File: config.mk
export PLATFORM = sky130hd
export DESIGN_NAME = instr_fetch_unit
export DESIGN_NICKNAME = d
export VERILOG_FILES = /design/src/rtl/cpu_pkg.sv /design/src/rtl/if_id_reg.sv /design/src/rtl/instr_fetch_unit.sv
export SDC_FILE = /design/constraint.sdc
export NUM_CORES = 1
export LEC_CHECK = 0
export ABC_AREA = 1
export CAP_MARGIN = 20
export CORE_MARGIN = 5
export CORE_UTILIZATION = 47
export DETAILED_ROUTE_END_ITERATION = 7
export GPL_TIMING_DRIVEN = 0
export PLACE_DENSITY = 0.84
export SLEW_MARGIN = 15
export SYNTH_ARGS = -nofsm -noshare
export SYNTH_HDL_FRONTEND = slang
export SYNTH_SLANG_ARGS = --single-unit
File: constraint.sdc
create_clock -name clk -period 3.9 [get_ports clk]
set_input_delay 0.78 -clock clk [delete_from_list [all_inputs] [get_ports clk]]
set_output_delay 0.78 -clock clk [all_outputs]
set_load 0.005 [all_outputs]
File: src/rtl/cpu_pkg.sv
// Shared SimpleCPU definitions used by the fetch stage and its IF/ID register.
package cpu_pkg;

    localparam int          INSTR_W   = 32;
    localparam logic [31:0] PC_STEP   = 32'd4;
    localparam logic [31:0] NOP_INSTR = 32'h0000_0000;

    typedef enum logic [1:0] {
        BOOT  = 2'd0,
        RUN   = 2'd1,
        FAULT = 2'd2
    } fetch_state_t;

endpackage

File: src/rtl/if_id_reg.sv
// IF/ID pipeline register: flush clears the slot, load captures, otherwise hold.
module if_id_reg
    import cpu_pkg::*;
(
    input  logic               clk,
    input  logic               rst_n,
    input  logic               load,
    input  logic               flush,
    input  logic [INSTR_W-1:0] instr_in,
    input  logic [31:0]        pc_in,
    output logic               id_valid,
    output logic [INSTR_W-1:0] id_instr,
    output logic [31:0]        id_pc,
    output logic [31:0]        id_pc_plus4
);

    logic               valid_q, valid_d;
    logic [INSTR_W-1:0] instr_q, instr_d;
    logic [31:0]        pc_q, pc_d;
    logic [31:0]        pc_plus4_q, pc_plus4_d;

    always_comb begin
        valid_d    = valid_q;
        instr_d    = instr_q;
        pc_d       = pc_q;
        pc_plus4_d = pc_plus4_q;
        // Flush wins so a squashed slot never carries a stale word.
        if (flush) begin
            valid_d = 1'b0;
            instr_d = NOP_INSTR;
        end else if (load) begin
            valid_d    = 1'b1;
            instr_d    = instr_in;
            pc_d       = pc_in;
            pc_plus4_d = pc_in + PC_STEP;
        end
    end

    always_ff @(posedge clk) begin
        if (!rst_n) begin
            valid_q    <= 1'b0;
            instr_q    <= NOP_INSTR;
            pc_q       <= 32'd0;
            pc_plus4_q <= 32'd0;
        end else begin
            valid_q    <= valid_d;
            instr_q    <= instr_d;
            pc_q       <= pc_d;
            pc_plus4_q <= pc_plus4_d;
        end
    end

    assign id_valid    = valid_q;
    assign id_instr    = instr_q;
    assign id_pc       = pc_q;
    assign id_pc_plus4 = pc_plus4_q;

endmodule

File: src/rtl/instr_fetch_unit.sv
// SimpleCPU fetch stage: PC, BOOT/RUN/FAULT control and sticky fault.
// Optional FETCH_PERF_CNT_EN adds perf_fetched / perf_bubbles counters.
module instr_fetch_unit
    import cpu_pkg::*;
#(
    parameter logic [31:0] RESET_PC    = 32'h0000_0000,
    parameter int          IMEM_ADDR_W = 10
) (
    input  logic               clk,
    input  logic               rst_n,
    input  logic               stall,
    input  logic               redirect_valid,
    input  logic [31:0]        redirect_target,
    output logic [31:0]        imem_addr,
    input  logic [INSTR_W-1:0] imem_rdata,
    output logic               id_valid,
    output logic [INSTR_W-1:0] id_instr,
    output logic [31:0]        id_pc,
    output logic [31:0]        id_pc_plus4,
    output logic               fetch_fault
`ifdef FETCH_PERF_CNT_EN
    ,
    output logic [31:0]        perf_fetched,
    output logic [31:0]        perf_bubbles
`endif
);

    fetch_state_t state_q, state_d;
    logic [31:0]  pc_q, pc_d;
    logic         fault_q, fault_d;
    logic         load, flush;
    logic         out_of_window;

    // Any address bit at or above the window width means the fetch left the ROM.
    assign out_of_window = (pc_q >> IMEM_ADDR_W) != 32'd0;

    always_comb begin
        state_d = state_q;
        pc_d    = pc_q;
        fault_d = fault_q;
        load    = 1'b0;
        flush   = 1'b0;
        case (state_q)
            BOOT: state_d = RUN;
            RUN: begin
                if (redirect_valid && (redirect_target[1:0] != 2'b00)) begin
                    state_d = FAULT;
                    fault_d = 1'b1;
                    flush   = 1'b1;
                end else if (redirect_valid) begin
                    pc_d  = redirect_target;
                    flush = 1'b1;
                end else if (stall) begin
                    pc_d = pc_q;
                end else if (out_of_window) begin
                    state_d = FAULT;
                    fault_d = 1'b1;
                    flush   = 1'b1;
                end else begin
                    load = 1'b1;
                    pc_d = pc_q + PC_STEP;
                end
            end
            FAULT:   state_d = FAULT;
            default: state_d = BOOT;
        endcase
    end

    always_ff @(posedge clk) begin
        if (!rst_n) begin
            state_q <= BOOT;
            pc_q    <= RESET_PC;
            fault_q <= 1'b0;
        end else begin
            state_q <= state_d;
            pc_q    <= pc_d;
            fault_q <= fault_d;
        end
    end

    if_id_reg u_if_id_reg (
        .clk         (clk),
        .rst_n       (rst_n),
        .load        (load),
        .flush       (flush),
        .instr_in    (imem_rdata),
        .pc_in       (pc_q),
        .id_valid    (id_valid),
        .id_instr    (id_instr),
        .id_pc       (id_pc),
        .id_pc_plus4 (id_pc_plus4)
    );

    assign imem_addr   = pc_q;
    assign fetch_fault = fault_q;

`ifdef FETCH_PERF_CNT_EN
    logic [31:0] fetched_q, fetched_d;
    logic [31:0] bubbles_q, bubbles_d;

    // Every RUN edge that does not capture is a redirect, stall or fault bubble.
    always_comb begin
        fetched_d = fetched_q + (load ? 32'd1 : 32'd0);
        bubbles_d = bubbles_q + (((state_q == RUN) && !load) ? 32'd1 : 32'd0);
    end

    always_ff @(posedge clk) begin
        if (!rst_n) begin
            fetched_q <= 32'd0;
            bubbles_q <= 32'd0;
        end else begin
            fetched_q <= fetched_d;
            bubbles_q <= bubbles_d;
        end
    end

    assign perf_fetched = fetched_q;
    assign perf_bubbles = bubbles_q;
`endif

endmodule

-- After elaboration in Yosys (flattened, before gate mapping)
Index checks and enable logic that the tools add are counted.
- input bits: 68
- output and inout bits: 130
- word-level logic and storage cells: 52
- bits in registers: 132
- eq/ne operators: 9
- add/subtract/negate cells: 1
- reduce and logical (&&, ||, !) cells: 10
- bitwise operators: 3
- mux-type cells: 22
- operators by type and width (cell ; count):
    32-bit two-way mux ; 3
    32-bit by 3-bit adder with 32-bit output (second input constant) ; 1
    32-bit nonzero test ; 1
    1-bit two-way mux ; 14
    3-bit != test (second input constant) ; 3
    2-bit two-way mux ; 4
    4-bit AND reduction ; 2
    2-bit by 1-bit != test with 1-bit output (second input constant) ; 3
    2-bit case mux with 3 select lines ; 1
    2-bit nonzero test ; 2
    1-bit inverter ; 3
    3-bit AND reduction ; 1
    2-bit by 1-bit == test with 1-bit output (second input constant) ; 1
    2-bit == test (second input constant) ; 1
    2-bit zero test ; 1
    2-bit != test (second input constant) ; 1
    2-bit AND reduction ; 1
    2-bit OR reduction ; 1
    1-bit logical AND ; 1

-- Logic depth before layout (Yosys ltp)
Gate-level depths: netlist of run 1.
- depth after elaboration: 8
- mapped depth: 11
- gate-level depth less buffers: 9

-- By module
From an unflattened synthesis of run 1, not the netlist that was laid out.
- cell total of the unflattened synthesis: 1045
- area total of the unflattened synthesis: 6701.4 um^2
- by module, submodules not included (module ; sequential area each (um^2) ; area each (um^2) ; times used ; cells an instance):
    if_id_reg ; 1901.8 ; 4270.3 ; 1 ; 623
    instr_fetch_unit ; 700.7 ; 2431.1 ; 1 ; 422

-- Worst setup path before layout of run 1
Ideal clock, no wire load.
- kind: in2reg
- start point: input port redirect_valid
- end point: register pc_q[30] (netlist: imem_addr[30])
- path buffers: 2
- slack: 2029 ps
- cell stages on the path: 10
- library setup time: 114 ps
- data arrival time: 1757 ps
- data required time: 3786 ps
- cell sequence: buf_6 > inv_4 > nand2_2 > nor2_4 > nand3_4 > nand2_4 > nand2_4 > buf_2 > a21oi_1 > nor2_1
- longest elaborated chain between the ends: 3
- elaborated cells on any way between the ends: 6
- classes of those cells: eq/ne: 2; mux: 1; bitwise: 1; reduce/logical: 2
- RTL lines (what ; RTL line ; text):
    start, declared ; instr_fetch_unit.sv:12 ; input logic redirect_valid,
    parallel branches: the longest is 3 deep, another holds 4-bit AND reduction ; n/a ;
    end signal, assigned ; instr_fetch_unit.sv:76 ; pc_q <= pc_d;
    end, declared ; instr_fetch_unit.sv:29 ; logic [31:0] pc_q, pc_d;
Parallel ways; which one is timed is not known.
A chain may end at the register's enable or synchronous reset.

-- Worst setup path in the final report of run 1
- start point: register pc_q[2] (netlist: imem_addr[2])
- end point: output port imem_addr[2]
- RTL lines (what ; RTL line ; text):
    end, declared ; instr_fetch_unit.sv:14 ; output logic [31:0] imem_addr,
No word-level cell between the ends.

==> impl_results.md, run 1 <==
- Status: completed
- Number of antenna violations at the first check in global routing: 1
- Worst R2R End: u_if_id_reg.id_instr[17]
- Clk slew on worst S/H paths: around 0.060 ns
- Combinational Power Share: 29.5%
- Unrepaired setup endpoints after global routing: false
- Synth Net Count: between 700 and 800
- Drc violations: 0
- Top cell type's share of synthesized area: between 40% and 50%
- Multiplexer area fraction after synthesis: less than 1%
- CP startpoint kind: register
- Buffers plus inverters on the worst setup path: 1
- Slew margin rel.: about three fifths
- Max incr delay on CP: about 0.60 ns
- Post-Synth Adder-Cell Area: less than 1%
- Crit-path slowest cell: clkdlybuf4s50_1
- Antenna cells: 0
- Cell area after synthesis: 5210 um^2
- Slew at the pin closest to its max-slew limit: 0.606 ns
- Hold EP: u_if_id_reg.id_pc[17]
- HP Class: register to register
- R2R setup slack: approximately 1.9 ns
- Worst R2R Start: state_q[1]
- Sequential share of power: between 30% and 40%
- Leakage: 0.00353 uW
- Area leader, netlist: dfxtp_1
- Sw Ratio: a little under a third
- Placement-stage cell area: roughly 7300 um^2
- Simple-Gate Fraction of Synth Area: 30.3%
- FF+latch count, synth: 130
- WL/cell: ~15 um
- Worst Path Arrival: about 1.6 ns
- Pre-antenna DRT Iters: 6
- Top FF cell, synth: dfxtp_1
- Cts bufs inserted: 17
- Pwr dens: a little under 600 nW/um^2
- CP max FO: 7
- Area of the die: 13,300 um^2
- Port-buffer cells: between 150 and 200
- Synth warnings: 0
- Clk_skew: roughly 0.010 ns
- Share of layout cells above drive strength 1: 6.56%
- Die X-Extent: about 120 um
- Hold Path Stages: 2
- Post-CTS Setup Repair Bufs: 0
- CTS Buffer Depth: 2
- Fraction of registers with async set/reset: 0%
- Worst skew pair latency: approximately 0.52 ns
- I/O pin count: 198
- Area Overhead vs Synth: 52.7%
- Synth Area in Compound Gates: under 10%
- Vias in the first global route: between 5,000 and 6,000
- Post-CTS Hold Buffers: 0
- Initial Util: between 40% and 50%
- Hpwl dp: ~12,000 um
- H-tree depth: 4
- Internal power: ~3100 uW
- Crit path from: imem_addr[2]
- Core ar.: 10,800 um^2
- Max cap viols: 0
- Worst Hold Launch: u_if_id_reg.id_pc[17]
- Highest Clock Rate: approximately 430 MHz
- Slew Viols, Final: 0
- Total Wirelength: 15,800 um
- Crit path required time: between 3 and 4 ns
- Clk pwr share: 35.6%
- WS Path Type: register to output pin
- Setup TNS: 0 ns
- Post-DRT Antenna Nets: 0
- Tcrit/Tclk final: around three fifths
- Final GP Congestion: ~0.9
- Post-route minimum period: about 2.3 ns
- Post-layout nets: between 1,000 and 1,500
- Die Y: 115 um
- Peak VDD IR: about 0.00035 V
- Main combinational cell family by area after synthesis: simple AND/OR/NAND/NOR gates
- Worst Setup End Kind: output pin
- Seq/Total Area, Yosys: between 40% and 50%
- Post-synth EDFFs: 0
- Vias: 5,265
- Final setup fails: 0
- PostCTS Resize Cnt: 0
- Design Area, Final: approximately 8000 um^2
- Via density: 4.85
- Clock Root Buffer: clkbuf_8
- Post-synthesis xor/xnor area fraction: less than 1%
- GRT overflow: 0
- R2r worst-path depth: 9
- First-pass GRT wire length: between 20,000 and 25,000 um
- Mapped Avg Cell Area: around 7.3 um^2
- Crit path max-delay family: buffers and inverters
- Gr usage total: between 20% and 30%
- CTS tree: built
- Final core utilization: 73.3%
- Final Hold Fails: 0
- Mapped Cells: between 700 and 800
- Largest net degree at the start of global routing: 17
- Synth top area cells: dfxtp_1, nand2_1, nor2_1
- Row count: 38
- Initial drt markers: 347
- Distinct cells, synth: 26
- TritonCTS Sinks: 130
- Count leader, synth: nand2_1
- Crit-path cells: clkdlybuf4s50_1
- Switching power: between 1000 and 1500 uW
- Top cells by count, synth: nand2_1, dfxtp_1, nor2_1, inv_1, nand3_1
[flip-flops by register name, summed over array words and instances (netlist names)]
| register | count |
|---|---|
| u_if_id_reg.id_pc_plus4 | 32 |
| u_if_id_reg.id_valid | 1 |
| u_if_id_reg.id_pc | 30 |
| state_q | 2 |
| imem_addr | 32 |
| u_if_id_reg.id_instr | 32 |
| fetch_fault | 1 |
[metal layers]
layer  vias to the layer above  part of all wire, %  GRT usage [%]
met3                        31                  9.5           8.42
met1                      2353                   40           27.0
met4                         2                  1.7           8.92
met5                         -                 0.13              0
li1                       2664                    -              -
met2                       215                   48           40.4
[cells in the final DEF (no fill, tap or decap)]
cell type and count:
clkbuf_16 16, ha_1 3, inv_6 2, o21ai_0 18, nand3_1 69, nor2_1 109
nor2_2 1, nor3_1 1, nand2_2 1, clkinv_2 2, clkbuf_8 2, nor2_4 2
buf_4 6, a21oi_2 1, inv_1 79, nand2_1 181, inv_2 1, buf_2 10
clkdlybuf4s50_1 195, clkbuf_1 23, a21oi_1 59, mux2i_1 3, dfxtp_1 130, xor2_1 4
nand4_1 9, buf_6 4, clkinvlp_4 3, bufinv_16 4, nand3_4 1, clkbuf_2 1
inv_4 1, nand2_4 2, or2_2 1, clkinv_4 1
[worst register-to-register path: cells and delay by family, from the launching register on]
kind	cells	cell delay (ns)
AOI/OAI and AO/OA	1	0.07
and+or+nand+nor	3	0.59
adders and majority gates	1	0.24
buffers and inverters	4	0.65
DFF	1	0.29
[kinds of logic after synthesis]
kind of cell               after synthesis
AOI/OAI and AO/OA                       78
xor gates and xnor gates                 4
adders and majority gates                3
buffers and inverters                  123
DFF                                    130
muxes                                    3
and+or+nand+nor                        377
[worst max-delay path by stage]
stage / endpoint / slack (ns) / cells past startpoint
finish: imem_addr[2] / 1.56 / 1
global route: imem_addr[2] / 1.49 / 1
CTS: imem_addr[5] / 1.53 / 1
detailed placement: u_if_id_reg.id_instr[20] / 1.35 / 7
global placement: u_if_id_reg.id_instr[21] / 1.38 / 7
floorplan: imem_addr[30] / 2.03 / 10
[cell type report]
type	instances	area, um^2
Fill cell	862	2890
Sequential cell	130	2600
Multi-Input combinational cell	465	2070
Timing Repair Buffer	195	1950
Clock buffer	20	435
Inverter	81	307
Buffer	42	224
Clock inverter	12	179
Tap cell	140	175
[power groups by stage]
stage / Clock, uW / Sequential (uW) / Combinational, uW
2_1_floorplan: 0 / 1620 / 784
3_3_place_gp: 0 / 1630 / 1330
3_5_place_dp: 0 / 1640 / 1350
4_1_cts: 1670 / 1610 / 1360
5_1_grt: 1730 / 1630 / 1510
6_report: 1640 / 1610 / 1360
[through the flow]
step                hold WS (ns)  std cells  worst slack [ns]  total power [uW]
CTS                        0.455       1085              1.53              4650
global placement           0.440       1053              1.38              2960
detailed placement         0.445       1053              1.35              2990
finish                     0.452       1085              1.56              4610
global route               0.468       1085              1.49              4880
floorplan                  0.441        718              2.03              2410
(Power assumes the default switching activity.)
==> run 2, diff against run 1 <==
--- a/config.mk
+++ b/config.mk
@@ -8,10 +8,10 @@
 export ABC_AREA = 1
 export CAP_MARGIN = 20
 export CORE_MARGIN = 5
-export CORE_UTILIZATION = 47
+export CORE_UTILIZATION = 40
 export DETAILED_ROUTE_END_ITERATION = 7
 export GPL_TIMING_DRIVEN = 0
-export PLACE_DENSITY = 0.84
+export PLACE_DENSITY = 0.76
 export SLEW_MARGIN = 15
 export SYNTH_ARGS = -nofsm -noshare
 export SYNTH_HDL_FRONTEND = slang
==> constraint.sdc (replaced) <==
create_clock -name clk -period 1.9 [get_ports clk]
set_input_delay 0.38 -clock clk [delete_from_list [all_inputs] [get_ports clk]]
set_output_delay 0.38 -clock clk [all_outputs]
set_load 0.005 [all_outputs]
==> run 2 against run 1 <==
Against the previous run:
- clock-buffer cell count increased by 3
- clock skew down 0.00083 ns
- global-route usage is 3.2 points lower
- die area grew 16%
- routed wire length up 0.58%
- register-to-register slack got worse by 1.8 ns
- worst setup slack worse by 1.5 ns
- core utilization shrank 10 points
- design area grew 1.0%
- via count shrank 2.5%
- critical path type unchanged
- total power increased by 110%
==> impl_results.md, run 2 (synthesized netlist as in run 1, its figures left out) <==
- Status: completed
- Fillers: ~1,200
- Cts bufs inserted: 17
- Crit-path slowest cell: clkdlybuf4s50_1
- Commonest non-fill, non-tap cell in the layout: clkdlybuf4s50_1
- Vias in the first global route: about 4,900
- Peak VDD IR: approximately 0.00078 V
- Worst R2R Start: state_q[1]
- Clk slew on worst S/H paths: 0.06 ns
- CTS tree: built
- Reg area: about 2600 um^2
- Pre-antenna DRT Iters: 5
- Number of antenna violations at the first check in global routing: 1
- Met2 routed wirelength: roughly 7300 um
- Clock Root Buffer: clkbuf_16
- Design Area, Final: ~8000 um^2
- CP max FO: 5
- Tcrit/Tclk final: a little over nine tenths
- Slew Viols, Final: 0
- R2R setup slack: approximately 0.14 ns
- TritonCTS Sinks: 130
- M1 WL: 6610 um
- H-tree depth: 4
- CTS Buffer Depth: 2
- Port-buffer cells: just under 200
- Via density: 4.59
- Met3 WL: roughly 1800 um
- Pwr dens: about 1200 nW/um^2
- HP Class: primary input to register
- Highest Clock Rate: around 550 MHz
- Worst R2R End: u_if_id_reg.id_instr[25]
- CP startpoint kind: register
- Largest net degree at the start of global routing: 17
- Hold Path Stages: 5
- Max incr delay on CP: ~0.56 ns
- Post-DRT Antenna Nets: 0
- Worst skew pair latency: ~0.4 ns
- First-pass GRT wire length: approximately 24,000 um
- Area Overhead vs Synth: 54.2%
- Vias: a little over 5,000
- Die Y: approximately 120 um
- Total Wirelength: approximately 16,000 um
- Leakage: approximately 0.0036 uW
- Worst Setup End Kind: output pin
- Cell count after placement: between 1,000 and 1,500
- Crit path required time: approximately 1.5 ns
- Commonest non-fill, non-tap cells in the layout: clkdlybuf4s50_1, nand2_1, dfxtp_1
- Core ar.: roughly 13,000 um^2
- Initial drt markers: approximately 280
- Post-route minimum period: roughly 1.8 ns
- Antenna cells: 0
- Hpwl dp: about 12,000 um
- Slew margin rel.: 60.9%
- Final setup fails: 0
- Gr usage total: 20.4%
- Share of layout cells above drive strength 1: between 7 and 8%
- R2r worst-path depth: 9
- Drc violations: 0
- Crit path max-delay family: buffers and inverters
- Worst Hold Launch: redirect_valid
- Hold EP: imem_addr[3]
- Final GP Congestion: 0.879
- Multi-input logic area: ~2100 um^2
- Post-layout nets: 1,004
- WL/cell: 14.2 um
- Clk_skew: approximately 0.0092 ns
- Final cell count without fillers: about 1,100
- Buffers plus inverters on the worst setup path: 1
- Initial Util: roughly two fifths
- Crit-path cells: clkdlybuf4s50_1
- Max Used Layer: met5
- Post-CTS Hold Buffers: 0
- Critical Path Stages: 1
- Slew at the pin closest to its max-slew limit: around 0.59 ns
- Placement-stage cell area: ~7400 um^2
- GRT overflow: 0
- Row count: 41
- I/O pin count: ~200
- Area of the die: 15,400 um^2
- WS Path Type: register to output pin
- Max cap viols: 0
- Worst Path Arrival: 1.44 ns
- Die X-Extent: between 100 and 150 um
- Final Hold Fails: 0
## run 2: report_power, final
part           switching (uW)  internal [uW]
Combinational            1530           1270
Sequential                276           3040
Clock                    1150           2230
Total                    2960           6540
## run 2: timing repair
item / 4_1_cts / 5_1_grt
setup buffers: 0 / 1
endpoints found under the setup margin: 0 / 93
resized for setup: 0 / 16
endpoints found under the hold margin: 0 / 0
## run 2: cell type report
cell class	count	area share (%)
tap	172	2.68
multi-input combinational	465	26.0
timing repair buffer	196	24.4
buffer	42	2.93
clock buffer	23	6.20
sequential	130	32.4
clock inverter	9	1.57
inverter	81	3.82
## run 2: how the worst max path moves through the flow
stage                  startpoint                    endpoint  slack [ns]
global placement            stall    u_if_id_reg.id_instr[21]       -0.17
floorplan              state_q[1]    u_if_id_reg.id_instr[11]        0.38
finish              imem_addr[10]               imem_addr[10]        0.08
global route           state_q[1]  u_if_id_reg.id_pc_plus4[7]       -0.02
detailed placement          stall    u_if_id_reg.id_instr[18]       -0.19
CTS                    state_q[1]    u_if_id_reg.id_instr[18]        0.02
## run 2: stage by stage
step                      setup TNS [ns]  power, uW  hold slack [ns]  util, %  setup WS (ns)
after global routing             -0.0330      10100            0.418     63.4        -0.0192
after global placement             -8.99       6110            0.441     58.2         -0.167
after CTS                              0       9570            0.359     63.1         0.0201
after detailed placement          -10.89       6150            0.445     58.2         -0.192
after floorplan                        0       4940            0.441        -          0.376
final                                  0       9500            0.383     63.4         0.0833
## run 2: layer usage
layer,global-route usage [%],up-vias
li1,-,2666
met1,23.9,2286
met2,33.7,166
met3,9.49,13
met4,5.68,2
met5,0,-
